## src/rtl/threadbrain_pkg.sv

```systemverilog
// Shared constants for the multicore array: datapath width, opcodes and
// reset values, plus small helpers used by the print path.
package threadbrain_pkg;

   localparam int WORD_W = 16;

   typedef logic [WORD_W-1:0] word_t;

   localparam logic [3:0] OP_PLUS  = 4'd1;
   localparam logic [3:0] OP_MINUS = 4'd2;
   localparam logic [3:0] OP_INC   = 4'd3;
   localparam logic [3:0] OP_DEC   = 4'd4;
   localparam logic [3:0] OP_BRZ   = 4'd5;
   localparam logic [3:0] OP_BR    = 4'd6;
   localparam logic [3:0] OP_SYNC  = 4'd8;
   localparam logic [3:0] OP_PRINT = 4'd9;

   localparam word_t RESET_DPTR = 16'd128;

   // Core-id width; a single-core array still carries a 1-bit id.
   function automatic int id_width(input int ncores);
      return (ncores <= 1) ? 1 : $clog2(ncores);
   endfunction

endpackage

```

## src/rtl/print_unit_sync_fifo.sv

```systemverilog
// Register-based first-word-fall-through FIFO. The head entry sits in its own
// register so the output only changes on a pop or on a push into an empty FIFO.
module sync_fifo #(
   parameter int WIDTH = 17,
   parameter int DEPTH = 8
) (
   input  logic                     clk,
   input  logic                     rst,
   input  logic                     push,
   input  logic [WIDTH-1:0]         din,
   input  logic                     pop,
   output logic [WIDTH-1:0]         dout,
   output logic                     valid,
   output logic [$clog2(DEPTH):0]   level
);

   localparam int AW = $clog2(DEPTH);
   localparam logic [AW:0] FULL_LVL = DEPTH[AW:0];
   localparam logic [AW:0] ONE_LVL  = {{AW{1'b0}}, 1'b1};

   logic [WIDTH-1:0] mem [DEPTH];
   logic [AW-1:0]    wr_ptr;
   logic [AW-1:0]    rd_ptr;
   logic [AW-1:0]    rd_next;
   logic [AW:0]      count;
   logic [WIDTH-1:0] head_q;
   logic [WIDTH-1:0] head_nxt;
   logic             do_push;
   logic             do_pop;

   assign do_pop  = pop & (count != '0);
   assign do_push = push & ((count != FULL_LVL) | do_pop);
   assign rd_next = rd_ptr + 1'b1;

   // Storage needs no reset; occupancy and the head register define validity.
   always_ff @(posedge clk) begin
      if (do_push) begin
         mem[wr_ptr] <= din;
      end
   end

   // A pop at full with a simultaneous push overwrites the slot being popped,
   // which is safe because the new head is taken from the following slot.
   always_comb begin
      head_nxt = head_q;
      if (do_pop) begin
         if (count > ONE_LVL) begin
            head_nxt = mem[rd_next];
         end else if (do_push) begin
            head_nxt = din;
         end
      end else if (do_push && (count == '0)) begin
         head_nxt = din;
      end
   end

   always_ff @(posedge clk or posedge rst) begin
      if (rst) begin
         wr_ptr <= '0;
         rd_ptr <= '0;
         count  <= '0;
         head_q <= '0;
      end else begin
         head_q <= head_nxt;
         if (do_push) begin
            wr_ptr <= wr_ptr + 1'b1;
         end
         if (do_pop) begin
            rd_ptr <= rd_next;
         end
         case ({do_push, do_pop})
            2'b10:   count <= count + 1'b1;
            2'b01:   count <= count - 1'b1;
            default: count <= count;
         endcase
      end
   end

   assign dout  = head_q;
   assign valid = (count != '0);
   assign level = count;

endmodule

```

## src/rtl/print_unit.sv

```systemverilog
// Consumer end of the per-core print path: round-robin pick of one printing
// core per cycle, queue {core id, value}, stall every core not granted.
module print_unit
   import threadbrain_pkg::*;
#(
   parameter int NCORES = 4,
   parameter int DEPTH  = 8,
   parameter int IDW    = id_width(NCORES)
) (
   input  logic                     clk,
   input  logic                     rst,
   input  logic [NCORES*16-1:0]     print_vals,
   input  logic [NCORES-1:0]        print_valids,
   output logic [NCORES-1:0]        core_stall,
   output logic [15:0]              out_data,
   output logic [IDW-1:0]           out_core,
   output logic                     out_valid,
   input  logic                     out_ready,
   output logic [$clog2(DEPTH):0]   level
);

   localparam int EW = IDW + WORD_W;
   localparam logic [$clog2(DEPTH):0] FULL_LVL = DEPTH[$clog2(DEPTH):0];
   localparam logic [IDW-1:0] LAST_ID = IDW'(NCORES - 1);

   logic [IDW-1:0]    rr_ptr;
   logic [IDW-1:0]    grant_id;
   logic [IDW-1:0]    cand;
   logic              any_grant;
   logic [NCORES-1:0] grant;
   logic              pop;
   logic              can_push;
   logic [EW-1:0]     push_data;
   logic [EW-1:0]     head;

   assign pop      = out_valid & out_ready;
   assign can_push = (level != FULL_LVL) | pop;

   // Scan from rr_ptr with wrap; the first requester wins if there is room.
   always_comb begin
      grant     = '0;
      grant_id  = '0;
      any_grant = 1'b0;
      cand      = '0;
      for (int k = 0; k < NCORES; k++) begin
         cand = IDW'((int'(rr_ptr) + k) % NCORES);
         if (!any_grant && print_valids[cand]) begin
            any_grant = 1'b1;
            grant_id  = cand;
         end
      end
      if (rst || !can_push) begin
         any_grant = 1'b0;
      end
      if (any_grant) begin
         grant[grant_id] = 1'b1;
      end
   end

   assign core_stall = print_valids & ~grant;
   assign push_data  = {grant_id, print_vals[int'(grant_id)*WORD_W +: WORD_W]};

   always_ff @(posedge clk or posedge rst) begin
      if (rst) begin
         rr_ptr <= '0;
      end else if (any_grant) begin
         rr_ptr <= (grant_id == LAST_ID) ? '0 : grant_id + 1'b1;
      end
   end

   sync_fifo #(
      .WIDTH (EW),
      .DEPTH (DEPTH)
   ) u_fifo (
      .clk   (clk),
      .rst   (rst),
      .push  (any_grant),
      .din   (push_data),
      .pop   (pop),
      .dout  (head),
      .valid (out_valid),
      .level (level)
   );

   assign out_core = head[EW-1 -: IDW];
   assign out_data = head[WORD_W-1:0];

endmodule

```

## config.mk

```make
export PLATFORM = sky130hd
export DESIGN_NAME = print_unit
export DESIGN_NICKNAME = d
export VERILOG_FILES = /design/src/rtl/threadbrain_pkg.sv /design/src/rtl/print_unit_sync_fifo.sv /design/src/rtl/print_unit.sv
export SDC_FILE = /design/constraint.sdc
export NUM_CORES = 1
export LEC_CHECK = 0
export ABC_CLOCK_PERIOD_IN_PS = 4000
export BUFFER_PORTS_ARGS = -buffer_cell sky130_fd_sc_hd__buf_2
export CAP_MARGIN = 0
export CORE_ASPECT_RATIO = 1.2
export CORE_MARGIN = 4
export CORE_UTILIZATION = 50
export DETAILED_ROUTE_END_ITERATION = 8
export PLACE_DENSITY = 0.73
export SLEW_MARGIN = 20
export SYNTH_ARGS = -nofsm -noshare
export SYNTH_HDL_FRONTEND = slang
export SYNTH_SLANG_ARGS = --single-unit
```

## constraint.sdc

```tcl
create_clock -name clk -period 4 [get_ports clk]
set_clock_uncertainty 0.1 [all_clocks]
set_input_delay 0.8 -clock clk [delete_from_list [all_inputs] [get_ports clk]]
set_output_delay 0.8 -clock clk [all_outputs]
set_load 0.02 [all_outputs]
```

# Word-level counts from Yosys, hierarchy flattened
# Memories as Yosys holds them, arrays and structs flattened.
# Index checks and enable logic that the tools add are counted.
word_totals:
  memories: 1
  wordCells: 77
  ramBits: 144
  ff_bits: 30
  inputBits: 71
mem_list:
  columns: ["name", "words", "word_bits", "rd", "rd_clocked_by_memory_dff", "write_ports", "line", "source"]
  rows:
  - ["u_fifo.mem", 8, 18, 1, 0, 1, "print_unit_sync_fifo.sv:21", "logic [WIDTH-1:0] mem [DEPTH];"]
classes:
  n_eq_ne: 5
  order_cmp: 7
  n_shift: 1
  muxes: 28
  n_addsub: 8
  reduce_logical: 15
  bitwise: 7
op_table:
  columns: ["cell", "count"]
  rows:
  - ["18-bit two-way mux", 4]
  - ["64-bit by 7-bit indexed part select with 16-bit output", 1]
  - ["2-bit by 3-bit less-than comparator with 1-bit output, second input constant", 5]
  - ["1-bit two-way mux", 12]
  - ["2-bit two-way mux", 5]
  - ["1-bit binary-select mux with 2-bit select", 4]
  - ["4-bit case mux with 2 select lines", 1]
  - ["3-bit by 1-bit adder with 3-bit output, second input constant", 2]
  - ["1-bit logical AND", 5]
  - ["2-bit by 1-bit adder with 2-bit output, second input constant", 2]
  - ["2-bit adder, second input constant", 2]
  - ["4-bit by 1-bit adder with 4-bit output, second input constant", 1]
  - ["4-bit bitwise AND", 1]
  - ["2-bit == test, second input constant", 2]
  - ["4-bit by 1-bit greater-than comparator with 1-bit output, second input constant", 1]
  - ["1-bit zero test", 4]
  - ["4-bit zero test", 1]
  - ["4-bit two-way mux", 1]
  - ["4-bit inequality test, second input constant", 1]
  - ["4-bit inverter", 1]
  - ["2-bit nonzero test", 2]
  - ["4-bit nonzero test", 1]
  - ["4-bit by 1-bit subtractor with 4-bit output, second input constant", 1]
  - ["1-bit bitwise AND", 3]
  - ["7 further kinds", 8]

# Depth between registers and ports, before layout
# Gate-level depths: netlist of the first run.
logic_depth:
  depth_word: 19
  mapped_depth: 10
  ltp_nobuf: 9

# Cells and area by module
# Synthesis of the first run repeated with hierarchy kept, for this count alone.
hier_totals:
  hier_cells: 514
  area_unflattened_um2: 7852.5
modules_own_cells:
  columns: ["module", "seq_area_each_um2", "instances", "cells_per_inst", "area_per_inst_um2"]
  rows:
  - ["sync_fifo", 5024.8, 1, 426, 7020.5]
  - ["print_unit", 50.0, 1, 88, 832.0]

# Least setup slack after synthesis of the first run
# OpenSTA, ideal clock, no wires.
synth_path:
  path_kind: "input to register"
  start: "input port print_valids[0]"
  end: "memory u_fifo.mem[2][0] (netlist name), enable pin"
  setup_ns: 0.446
  t_arrival_ns: 3.911
  required_ns: 3.454
  cell_stages: 6
  setup_slack_ns: -0.457
  path_cell_list: "clkbuf_1 nor4_1 nor3_1 inv_1 buf_2 nor4b_1"
synth_between:
  elab_chain_len: 16
  elab_cells_between_ends: 22
synth_lines:
  columns: ["element", "line", "source"]
  rows:
  - ["start, declared", "print_unit.sv:13", "input logic [NCORES-1:0] print_valids,"]
  - ["1-bit binary-select mux with 2-bit select", "print_unit.sv:47", "if (!any_grant && print_valids[cand]) begin"]
  - ["1-bit two-way mux (not written as such)", "print_unit.sv:47", null]
  - ["1-bit two-way mux", "print_unit.sv:47", null]
  - ["1-bit zero test", "print_unit.sv:47", null]
  - ["1-bit logical AND", "print_unit.sv:47", null]
  - ["1-bit two-way mux", "print_unit.sv:47", null]
  - ["1-bit zero test", "print_unit.sv:47", null]
  - ["1-bit logical AND", "print_unit.sv:47", null]
  - ["1-bit two-way mux", "print_unit.sv:47", null]
  - ["1-bit zero test", "print_unit.sv:47", null]
  - ["1-bit logical AND", "print_unit.sv:47", null]
  - ["1-bit two-way mux *", "print_unit.sv:47", null]
  - ["1-bit two-way mux *", "print_unit.sv:52", "if (rst || !can_push) begin"]
  - ["1-bit bitwise AND *", "print_unit_sync_fifo.sv:32", "assign do_push = push & ((count != FULL_LVL) | do_pop);"]
  - ["1-bit two-way mux *", "print_unit_sync_fifo.sv:37", "if (do_push) begin"]
  - ["1-bit two-way mux (not written as such) *", "print_unit_sync_fifo.sv:38", "mem[wr_ptr] <= din;"]
  - ["end, declared", "print_unit_sync_fifo.sv:21", null]
# Every way passes the cells marked *; elsewhere a longest branch is shown, timed or not. The select of a mux whose other input is x is not followed.

# Worst setup path in the final report of the first run
layout_path:
  start: "input port print_valids[0]"
  end: "output port core_stall[2]"
layout_between:
  elab_chain_len: 19
  elab_cells_between_ends: 31
layout_lines:
  columns: ["element", "line", "source"]
  rows:
  - ["1-bit binary-select mux with 2-bit select", "print_unit.sv:47", null]
  - ["1-bit two-way mux (not written as such)", "print_unit.sv:47", null]
  - ["1-bit two-way mux", "print_unit.sv:47", null]
  - ["1-bit zero test", "print_unit.sv:47", null]
  - ["1-bit logical AND", "print_unit.sv:47", null]
  - ["1-bit two-way mux", "print_unit.sv:47", null]
  - ["1-bit zero test", "print_unit.sv:47", null]
  - ["1-bit logical AND", "print_unit.sv:47", null]
  - ["[... 3 more ...]", null, null]
  - ["2-bit two-way mux", "print_unit.sv:47", null]
  - ["2-bit by 3-bit less-than comparator with 1-bit output (not written as such) / 2-bit by 1-bit >= comparator with 1-bit output (equally long branches)", "print_unit.sv:56", "grant[grant_id] = 1'b1;"]
  - ["1-bit logical AND (not written as such)", "print_unit.sv:56", null]
  - ["1-bit two-way mux (not written as such)", "print_unit.sv:56", null]
  - ["1-bit demux with 2-bit select", "print_unit.sv:56", null]
  - ["4-bit two-way mux *", "print_unit.sv:55", "if (any_grant) begin"]
  - ["4-bit inverter *", "print_unit.sv:60", "assign core_stall = print_valids & ~grant;"]
  - ["4-bit bitwise AND *", "print_unit.sv:60", null]
  - ["end, declared", "print_unit.sv:14", "output logic [NCORES-1:0] core_stall,"]
# Marks and branches as above.

==> results.sh, run 1 <==
export IMPL_cp_required_ps=3100
export IMPL_r2r_cells=9
export IMPL_ys_warnings_count=0
export IMPL_cts_root_buf="clkbuf_16"
export IMPL_startpoint_type="input port"
export IMPL_finalHoldViolCount=0
export IMPL_vdd_ir_drop_worst_v=0.000497
export IMPL_antenna_found_initial=0
export IMPL_overflow=0
export IMPL_cts_tree="done"
export IMPL_max_stage_delay_ps=560
export IMPL_area_growth_pct=17.2
export IMPL_diodes=0
export IMPL_num_rows=49
export IMPL_seq_area_frac_synth_pct=67.1
export IMPL_crit_chain="buf_2, nor4_1, nor3_1, buf_4, inv_1, nor2_1, a21boi_0, buf_2"
export IMPL_ys_async_sr_fraction_pct=17.2
export IMPL_p_leak_nw=3.27
export IMPL_min_period_over_period_pct=81.3
export IMPL_routed_via_density=5.99
export IMPL_gp_congestion=0.802
export IMPL_worst_pin_slew_ps=958
export IMPL_post_route_util_pct=59.5
export IMPL_p_per_area_nw_per_um2=788
export IMPL_maxCapViolCount=0
export IMPL_cp_arrival_ps=2350
export IMPL_ys_flop_type="edfxtp_1"
export IMPL_post_cts_resized=0
export IMPL_period_needed_ps=3250
export IMPL_critPathCaptureType="output port"
export IMPL_numCtsBuffers=17
export IMPL_drcViolationCount=0
export IMPL_clk_pin_slew_ps=70
export IMPL_min_path_cells=1
export IMPL_routedWlPerCell_um=22.8
export IMPL_netlist_top_cell_by_area="edfxtp_1"
export IMPL_cts_max_path_buffers=2
export IMPL_hold_class="flop to flop"
export IMPL_num_vias=4389
export IMPL_timing_rr_start="u_fifo.level[0]"
export IMPL_die_w_um=120
export IMPL_crit_fanout=7
export IMPL_worstSetupPathType="input port to output port"
export IMPL_ios=98
export IMPL_clkLatencyLatePin_ps=420
export IMPL_io_buffers=97
export IMPL_path_common_cell="buf_2"
export IMPL_power_mw=6.99
export IMPL_clock_sinks=174
export IMPL_timing_rr_end="u_fifo.mem[1][16]"
export IMPL_fin_tns_setup_ps=0
export IMPL_rsz0062_at_grt="false"
export IMPL_hp_start="u_fifo.rd_ptr[2]"
export IMPL_fillers=1086
export IMPL_syn_area_um2=7570
export IMPL_nNetsFinal=594
export IMPL_grt_usage_pct=20.1
export IMPL_start_util_pct=50.8
export IMPL_relSlewSlack_pct=35.7
export IMPL_grt_pass1_wl_um=25500
export IMPL_drt_iter0_markers=416
export IMPL_hold_end="u_fifo.rd_ptr[2]"
export IMPL_synthTopCellsByArea="edfxtp_1, mux4_2, dfrtp_1, mux2i_1, a222oi_1"
export IMPL_htree_levels=4
export IMPL_postCtsHoldBufs=0
export IMPL_syn_area_per_cell_um2=18.5
export IMPL_report_final_setup_viol=0
export IMPL_synth_cells=408
export IMPL_dpl_hpwl_um=10400
export IMPL_maxSlewViolCount=0
export IMPL_firstDrtPassIters=7
export IMPL_synth_cell_types=49
export IMPL_synth_top_area_share_pct=57.2
export IMPL_wl_um=16700
export IMPL_dieArea_um2=17200
export IMPL_cts_setup_buffers=0
export IMPL_drive_gt1_share_pct=38.6
export IMPL_drtAntennaViolNets=0
export IMPL_synth_fp_nets=486
export IMPL_ys_seq_elements=174
export IMPL_grt_max_degree=42
export IMPL_die_y_um=143
export IMPL_core_um2=14900
export IMPL_outcome="completed"
export IMPL_grt_pass1_vias=4474
export IMPL_max_freq_ghz=0.307
export IMPL_crit_slowest_cell="nor4_1"
export IMPL_synth_edff_count=144
export IMPL_r2r_setup_slack_ps=910
-- worst max-delay path, delay by kind of cell --
| family | cells | cell delay [ps] |
|---|---|---|
| buffers and inverters | 4 | 650 |
| AO/OA/AOI/OAI | 1 | 180 |
| AND/OR/NAND/NOR | 3 | 730 |
-- flip-flops by register name, summed over array words and instances (netlist names) --
name / cells
u_fifo.wr_ptr: 3
rr_ptr: 2
u_fifo.dout: 18
u_fifo.level: 4
u_fifo.mem: 144
u_fifo.rd_ptr: 3
-- report_power, final --
part | internal (mW) | leakage [nW] | switching, mW | total, mW
clock network | 0.878 | 0.274 | 0.720 | 1.60
registers | 2.54 | 1.67 | 0.228 | 2.77
logic | 1.13 | 1.33 | 1.49 | 2.62
total | 4.55 | 3.27 | 2.43 | 6.99
-- cell type report --
| type | instances | area [um2] | share of cell area (%) |
|---|---|---|---|
| sequential | 174 | 5080 | 57.2 |
| multi-input combinational | 201 | 2320 | 26.2 |
| timing repair buffer | 114 | 613 | 6.91 |
| clock buffer | 17 | 425 | 4.80 |
| tap | 204 | 255 | 2.88 |
| clock inverter | 15 | 149 | 1.68 |
| inverter | 8 | 30.0 | 0.339 |
-- synth_stat cells (2+ instances only) --
cell	number
o31ai_1	2
clkbuf_1	4
o221ai_1	14
dfrtp_1	30
nand2b_1	2
inv_1	8
nor3b_1	2
o21ai_0	2
buf_6	6
mux4_2	35
nor4_1	2
clkbuf_8	4
ha_1	7
o2bb2a_1	2
mux2_2	2
xnor2_1	6
nand2_1	16
buf_8	3
o31a_1	2
o221ai_2	2
mux2i_1	51
a222oi_1	16
xor2_1	3
nor2_1	7
buf_2	5
nor3_1	3
a21oi_1	6
nor4b_1	2
edfxtp_1	144
-- how the worst max path moves through the flow --
stage	slack, ps	from	cells past startpoint	end
finish	750	print_valids[0]	8	core_stall[2]
global placement	790	print_valids[0]	8	core_stall[2]
global route	630	u_fifo.level[0]	8	core_stall[0]
detailed placement	760	out_ready	8	u_fifo.mem[1][13]
floorplan	240	print_valids[0]	6	u_fifo.mem[3][0]
CTS	760	print_valids[0]	8	core_stall[2]
-- metrics by stage --
stage               std cells  instance area (um2)  setup WS, ps  hold WS (ps)
floorplan                 408                 7580           239           364
global placement          701                 8290           788           379
detailed placement        701                 8290           758           391
CTS                       733                 8870           761           404
global route              733                 8870           631           439
finish                    733                 8870           747           404
-- placed cells by master (no fill, tap or decap), types with 2 or more instances in the layout --
cell / netlist / routed
edfxtp_1: 144 / 144
buf_2: 5 / 97
mux2i_1: 51 / 51
mux4_2: 35 / 35
dfrtp_1: 30 / 29
clkbuf_16: 0 / 17
buf_4: 1 / 17
nand2_1: 16 / 16
a222oi_1: 16 / 16
o221ai_1: 14 / 14
inv_1: 8 / 8
inv_6: 0 / 7
xnor2_1: 6 / 6
nor2_1: 7 / 6
a21oi_1: 6 / 6
ha_1: 7 / 6
xor2_1: 3 / 3
clkinvlp_4: 0 / 3
mux2_2: 2 / 2
o21ai_0: 2 / 2
nand2b_1: 2 / 2
o31ai_1: 2 / 2
o31a_1: 2 / 2
o221ai_2: 2 / 2
nor3_2: 0 / 2
nor3b_2: 0 / 2
nor4b_4: 0 / 2
inv_8: 0 / 2
-- layer usage --
metal | up-vias | GRT usage [%] | wire length [um] | share of wire, %
met5 | - | 0 | 0 | 0
met3 | 20 | 4.00 | 1100 | 6.5
li1 | 1908 | - | - | -
met1 | 2267 | 26.3 | 6630 | 40
met2 | 194 | 33.8 | 8710 | 52
met4 | 0 | 7.16 | 281 | 1.7
-- cell families after synthesis --
group                    Yosys count  synth area share [%]
flip-flops                       174                  67.1
multiplexers                      89                  17.8
AO/OA/AOI/OAI                     53                  6.33
AND/OR/NAND/NOR                   43                  3.22
buffers and inverters             33                  3.36
XOR/XNOR                           9                  1.04
adder cells (fa/ha/maj)            7                  1.16
Note: power is estimated with default switching activity, not from simulation.
==> inputs of run 2 (changes only) <==
--- a/config.mk
+++ b/config.mk
@@ -5,7 +5,8 @@
 export SDC_FILE = /design/constraint.sdc
 export NUM_CORES = 1
 export LEC_CHECK = 0
-export ABC_CLOCK_PERIOD_IN_PS = 4000
+export ABC_AREA = 1
+export ABC_CLOCK_PERIOD_IN_PS = 2700
 export BUFFER_PORTS_ARGS = -buffer_cell sky130_fd_sc_hd__buf_2
 export CAP_MARGIN = 0
 export CORE_ASPECT_RATIO = 1.2
==> constraint.sdc (replaced) <==
create_clock -name clk -period 2.7 [get_ports clk]
set_clock_uncertainty 0.1 [all_clocks]
set_input_delay 0.54 -clock clk [delete_from_list [all_inputs] [get_ports clk]]
set_output_delay 0.54 -clock clk [all_outputs]
set_load 0.02 [all_outputs]
==> run 2 against run 1 <==
  * The flow now finishes with violations (negative setup slack)
  * Critical path depth rose by 6
  * Via count rose by 47%
  * Core utilization rose by 1.9 points
  * Count of clock-buffer cells in the layout did not move
  * Final cell count rose by 66%
  * Non-clock buffer count rose by 29
  * Wire length rose by 23%
  * Worst setup slack got worse by 880 ps
  * Die area rose by 8.9%
  * Area after synthesis rose by 9.5%
  * Register-to-register slack got worse by 670 ps
  * Sequential cell count did not move
==> results.sh, run 2 <==
export IMPL_htree_levels=4
export IMPL_clock_sinks=174
export IMPL_seq_area_frac_synth_pct=61.3
export IMPL_hold_class="input port to asynchronous set/reset pin"
export IMPL_startpoint_type="flop"
export IMPL_start_util_pct=50.9
export IMPL_cts_max_path_buffers=2
export IMPL_report_final_setup_viol=4
export IMPL_grt_pass1_wl_um=32700
export IMPL_core_um2=16300
export IMPL_drt_iter0_markers=502
export IMPL_max_freq_ghz=0.353
export IMPL_ys_seq_elements=174
export IMPL_numCtsBuffers=17
export IMPL_firstDrtPassIters=5
export IMPL_grt_usage_pct=22.3
export IMPL_worstSetupPathType="flop to output port"
export IMPL_placed_cells=1179
export IMPL_io_buffers=97
export IMPL_grt_pass1_vias=6265
export IMPL_violations="negative setup slack"
export IMPL_finalHoldViolCount=0
export IMPL_drcViolationCount=0
export IMPL_cp_arrival_ps=2190
export IMPL_synth_cells=878
export IMPL_min_period_over_period_pct=105
export IMPL_wl_um=20500
export IMPL_ios=98
export IMPL_synthTopCellsByArea="edfxtp_1, nand2_1, dfrtp_1, nand3_1, inv_1"
export IMPL_maxCapViolCount=0
export IMPL_r2r_cells=12
export IMPL_grt_max_degree=74
export IMPL_largest_reg_flops=144
export IMPL_synth_cell_types=31
export IMPL_worst_pin_slew_ps=790
export IMPL_clk_pin_slew_ps=70
export IMPL_diodes=0
export IMPL_maxSlewViolCount=0
export IMPL_ys_flop_type="edfxtp_1"
export IMPL_rsz0062_at_grt="true"
export IMPL_drive_gt1_share_pct=23.8
export IMPL_largest_register="u_fifo.mem"
export IMPL_relSlewSlack_pct=47.3
export IMPL_dieArea_um2=18700
export IMPL_finalNonFillerCells=1220
export IMPL_synth_top_area_share_pct=52.2
export IMPL_cp_required_ps=2060
export IMPL_ys_warnings_count=0
export IMPL_die_w_um=125
export IMPL_synthTopCellsByCount="nand2_1, nand3_1, edfxtp_1, inv_1, nor2_1"
export IMPL_syn_area_per_cell_um2=9.43
export IMPL_netlist_top_cell_by_area="edfxtp_1"
export IMPL_post_synth_top_count_cell="nand2_1"
export IMPL_antenna_found_initial=0
export IMPL_cts_root_buf="clkbuf_16"
export IMPL_nNetsFinal=1073
export IMPL_clkLatencyLatePin_ps=430
export IMPL_gp_congestion=0.887
export IMPL_postCtsHoldBufs=0
export IMPL_cts_tree="done"
export IMPL_syn_area_um2=8280
export IMPL_area_growth_pct=20.7
export IMPL_crit_fanout=5
export IMPL_critPathCaptureType="output port"
export IMPL_die_y_um=149
export IMPL_num_rows=51
export IMPL_routed_via_density=5.30
export IMPL_layout_setup_ws_ps=-132
export IMPL_synth_edff_count=144
export IMPL_num_vias=6464
export IMPL_layout_common_cells="nand2_1, edfxtp_1, nand3_1"
export IMPL_layout_commonest_cell="nand2_1"
export IMPL_dpl_hpwl_um=13500
export IMPL_ys_async_sr_fraction_pct=17.2
export IMPL_pre_cts_ws_ps=97.1
export IMPL_outcome="complete, but fails checks"
export IMPL_overflow=0
export IMPL_period_needed_ps=2830
export IMPL_routedWlPerCell_um=16.8
export IMPL_synth_fp_nets=956
export IMPL_drtAntennaViolNets=0
[run 2: cell count changes after synthesis, sizes merged, moves of 19 or more]
| cell | before | now |
|---|---|---|
| a31oi | 0 | 19 |
| inv | 8 | 64 |
| mux2i | 51 | 0 |
| mux4 | 36 | 0 |
| nand2 | 17 | 328 |
| nand3 | 1 | 159 |
| nor2 | 8 | 42 |
[run 2: cell families (layout without fill, tap and decap cells)]
family	Yosys count	in the layout	synth area share, %
buffers and inverters	111	241	5.85
DFF	174	174	61.3
adders and majority gates	7	7	1.06
xor gates and xnor gates	7	7	0.740
AOI/OAI and AO/OA	48	48	3.52
and+or+nand+nor	531	531	27.6
[run 2: timing repair]
item                       CTS  global route
gates resized for setup     37            19
setup endpoints to repair    4             4
pin swaps                   15            11
setup buffers                4             6
[run 2: worst paths after layout]
| path | startpoint | to | slack, ps |
|---|---|---|---|
| setup / recovery | rr_ptr[0] | core_stall[3] | -130 |
| hold / removal | rst | u_fifo.dout[0] | 120 |
| setup reg to reg | rr_ptr[0] | u_fifo.mem[5][8] | 240 |
| hold reg to reg | u_fifo.dout[1] | u_fifo.dout[1] | 380 |
| max in group asynchronous | rst | rr_ptr[0] | 2050 |
| min in group clk | u_fifo.dout[1] | u_fifo.dout[1] | 380 |
[run 2: per-stage QoR]
step	TNS (ps)	hold slack (ps)	util, %	cell area (um2)
finish	-437	122	61.4	9990
global placement	0	360	56.3	9170
global route	-889	160	61.4	9990
CTS	-286	132	60.8	9890
floorplan	-10580	357	-	8290
detailed placement	0	361	56.3	9170
[run 2: routing by layer]
layer,vias up,global-route usage [%],wire length (um)
met5,-,0,0
met4,0,7.00,367
met3,25,3.51,1250
met2,238,38.2,10300
met1,3031,29.2,8610
li1,3170,-,-
[run 2: area by class of cell]
cell class                 count  area (um2)
clock inverter                15         154
timing repair buffer         143         945
inverter                      66         258
tap                          212         265
multi-input combinational    593        2870
fill                        1323        6280
clock buffer                  17         425
sequential                   174        5080
[run 2: worst max-delay path, cell delays in order (launching register included)]
cell and delay, ps:
dfrtp_2 460, clkinv_4 80, buf_6 120, nand2_2 60
nand3_2 70, nand2_2 80, nor2_4 170, nand3_4 130
nand3_4 120, inv_4 50, ha_4 150, inv_2 60
o21ai_2 50, inv_1 70, buf_6 110
Power of run 2 is not shown: default switching activity piles up to over one toggle a cycle in this logic, so the estimate is an artifact.
==> inputs of run 3 (changes only) <==
--- a/config.mk
+++ b/config.mk
@@ -6,14 +6,14 @@
 export NUM_CORES = 1
 export LEC_CHECK = 0
 export ABC_AREA = 1
-export ABC_CLOCK_PERIOD_IN_PS = 2700
+export ABC_CLOCK_PERIOD_IN_PS = 3400
 export BUFFER_PORTS_ARGS = -buffer_cell sky130_fd_sc_hd__buf_2
 export CAP_MARGIN = 0
 export CORE_ASPECT_RATIO = 1.2
 export CORE_MARGIN = 4
 export CORE_UTILIZATION = 50
 export DETAILED_ROUTE_END_ITERATION = 8
-export PLACE_DENSITY = 0.73
+export PLACE_DENSITY = 0.7
 export SLEW_MARGIN = 20
 export SYNTH_ARGS = -nofsm -noshare
 export SYNTH_HDL_FRONTEND = slang
==> constraint.sdc (replaced) <==
create_clock -name clk -period 3.4 [get_ports clk]
set_clock_uncertainty 0.1 [all_clocks]
set_input_delay 0.68 -clock clk [delete_from_list [all_inputs] [get_ports clk]]
set_output_delay 0.68 -clock clk [all_outputs]
set_load 0.02 [all_outputs]
==> run 3 against run 2 <==
  * Worst setup slack improved by 400 ps
  * Sequential share of layout area increased by 2.3 points
  * Core utilization decreased by 2.6 points
  * Final cell count is 1.6% lower
  * Critical path depth is the same
  * Largest cell class unchanged
  * Global-route usage decreased by 0.56 points
  * Count of clock-buffer cells in the layout increased by 1
  * The flow now finishes without violations
  * Sequential cell count unchanged
  * Die area unchanged
  * Critical endpoint unchanged
  * Non-clock buffer count down 20
==> results.sh, run 3 (synthesis gave the netlist of run 2 again) <==
export IMPL_path_buf_inv=5
export IMPL_drtAntennaViolNets=0
export IMPL_wl_um=20300
export IMPL_grt_usage_pct=21.7
export IMPL_multiInputGateArea_um2=2740
export IMPL_clkLatencyLatePin_ps=420
export IMPL_num_rows=51
export IMPL_maxSlewViolCount=0
export IMPL_nNetsFinal=1053
export IMPL_drcViolationCount=0
export IMPL_timing_rr_start="u_fifo.level[0]"
export IMPL_routedWlPerCell_um=16.9
export IMPL_outcome="completed"
export IMPL_worst_pin_slew_ps=770
export IMPL_regArea_um2=5080
export IMPL_min_period_over_period_pct=92.0
export IMPL_ios=98
export IMPL_clk_pin_slew_ps=70
export IMPL_cts_max_path_buffers=2
export IMPL_max_freq_ghz=0.320
export IMPL_finalHoldViolCount=0
export IMPL_postCtsHoldBufs=0
export IMPL_clock_sinks=174
export IMPL_layout_commonest_cell="nand2_1"
export IMPL_htree_levels=4
export IMPL_startpoint_type="flop"
export IMPL_largest_register="u_fifo.mem"
export IMPL_fillers=1352
export IMPL_numCtsBuffers=17
export IMPL_dieArea_um2=18700
export IMPL_drive_gt1_share_pct=18.4
export IMPL_antenna_found_initial=0
export IMPL_startpoint="rr_ptr[0]"
export IMPL_fin_tns_setup_ps=0
export IMPL_dpl_hpwl_um=13000
export IMPL_core_um2=16300
export IMPL_die_y_um=149
export IMPL_critPathCaptureType="output port"
export IMPL_grt_pass1_wl_um=31500
export IMPL_num_vias=6312
export IMPL_post_route_util_pct=58.8
export IMPL_diodes=0
export IMPL_whs_ps=283
export IMPL_crit_fanout=11
export IMPL_crit_chain="inv_4, nand2_1, nand2_1, nand2_1, nand2_1, nor2_4, nand3_4, nand3_4, inv_2, ha_1, inv_1, o21ai_0, inv_1, buf_2"
export IMPL_design_area_um2=9570
export IMPL_cp_arrival_ps=2350
export IMPL_max_stage_delay_ps=500
export IMPL_start_util_pct=50.9
export IMPL_grt_max_degree=74
export IMPL_cts_tree="done"
export IMPL_grt_pass1_vias=6115
export IMPL_report_final_setup_viol=0
export IMPL_firstDrtPassIters=6
export IMPL_largest_reg_flops=144
export IMPL_crit_slowest_cell="dfrtp_2"
export IMPL_worstSetupPathType="flop to output port"
export IMPL_cts_root_buf="clkbuf_16"
export IMPL_routed_via_density=5.26
export IMPL_layout_common_cells="nand2_1, nand3_1, edfxtp_1"
export IMPL_overflow=0
export IMPL_period_needed_ps=3130
export IMPL_relSlewSlack_pct=48.7
export IMPL_gp_congestion=0.888
export IMPL_rsz0062_at_grt="false"
export IMPL_placed_area_um2=8980
export IMPL_crit_family="simple AND/OR/NAND/NOR gates"
export IMPL_io_buffers=97
export IMPL_maxCapViolCount=0
export IMPL_area_growth_pct=15.5
export IMPL_cp_required_ps=2620
export IMPL_path_common_cell="nand2_1"
export IMPL_drt_iter0_markers=598
export IMPL_hold_class="input port to asynchronous set/reset pin"
export IMPL_die_w_um=125
-- run 3: cell count changes in the layout (fill, tap and decap cells not counted), sizes merged --
cell | previous run | this run
clkbuf | 17 | 18
inv | 69 | 70
buf | 143 | 123
clkinv | 10 | 5
clkinvlp | 2 | 5
-- run 3: repair_timing --
| item | CTS | global route |
|---|---|---|
| gates resized for setup | 0 | 2 |
| setup endpoints to repair | 0 | 4 |
| setup buffers | 0 | 3 |
| endpoints found under the hold margin | 0 | 0 |
-- run 3: area by class of cell --
cell class	instances	area share, %
repair buffers	123	7.12
clock buffers	18	4.49
flip-flops and latches	174	53.1
clock inverters	14	1.32
multi-input cells	593	28.6
well taps	212	2.77
inverters	66	2.62
-- run 3: final timing paths --
kind | end | slack, ps | cells after the start
setup reg to reg | u_fifo.dout[4] | 760 | 10
min in group clk | u_fifo.dout[1] | 380 | 2
setup / recovery | core_stall[3] | 270 | 14
hold / removal | u_fifo.level[1] | 280 | 2
max in group asynchronous | rr_ptr[0] | 2220 | 3
hold reg to reg | u_fifo.dout[1] | 380 | 2
-- run 3: routing by layer --
layer  wire (um)  part of all wire, %  track usage (%)
met4         287                  1.4             6.24
met5           0                    0                0
met1        8520                   42             28.2
met2       10100                   50             37.1
met3        1400                  6.9             4.48
-- run 3: stage by stage --
stage	setup WS [ps]	cells
finish	271	1200
global route	59.0	1200
CTS	19.2	1197
detailed placement	376	1165
global placement	411	1165
floorplan	553	878
Power of run 3 is left out for the same reason.
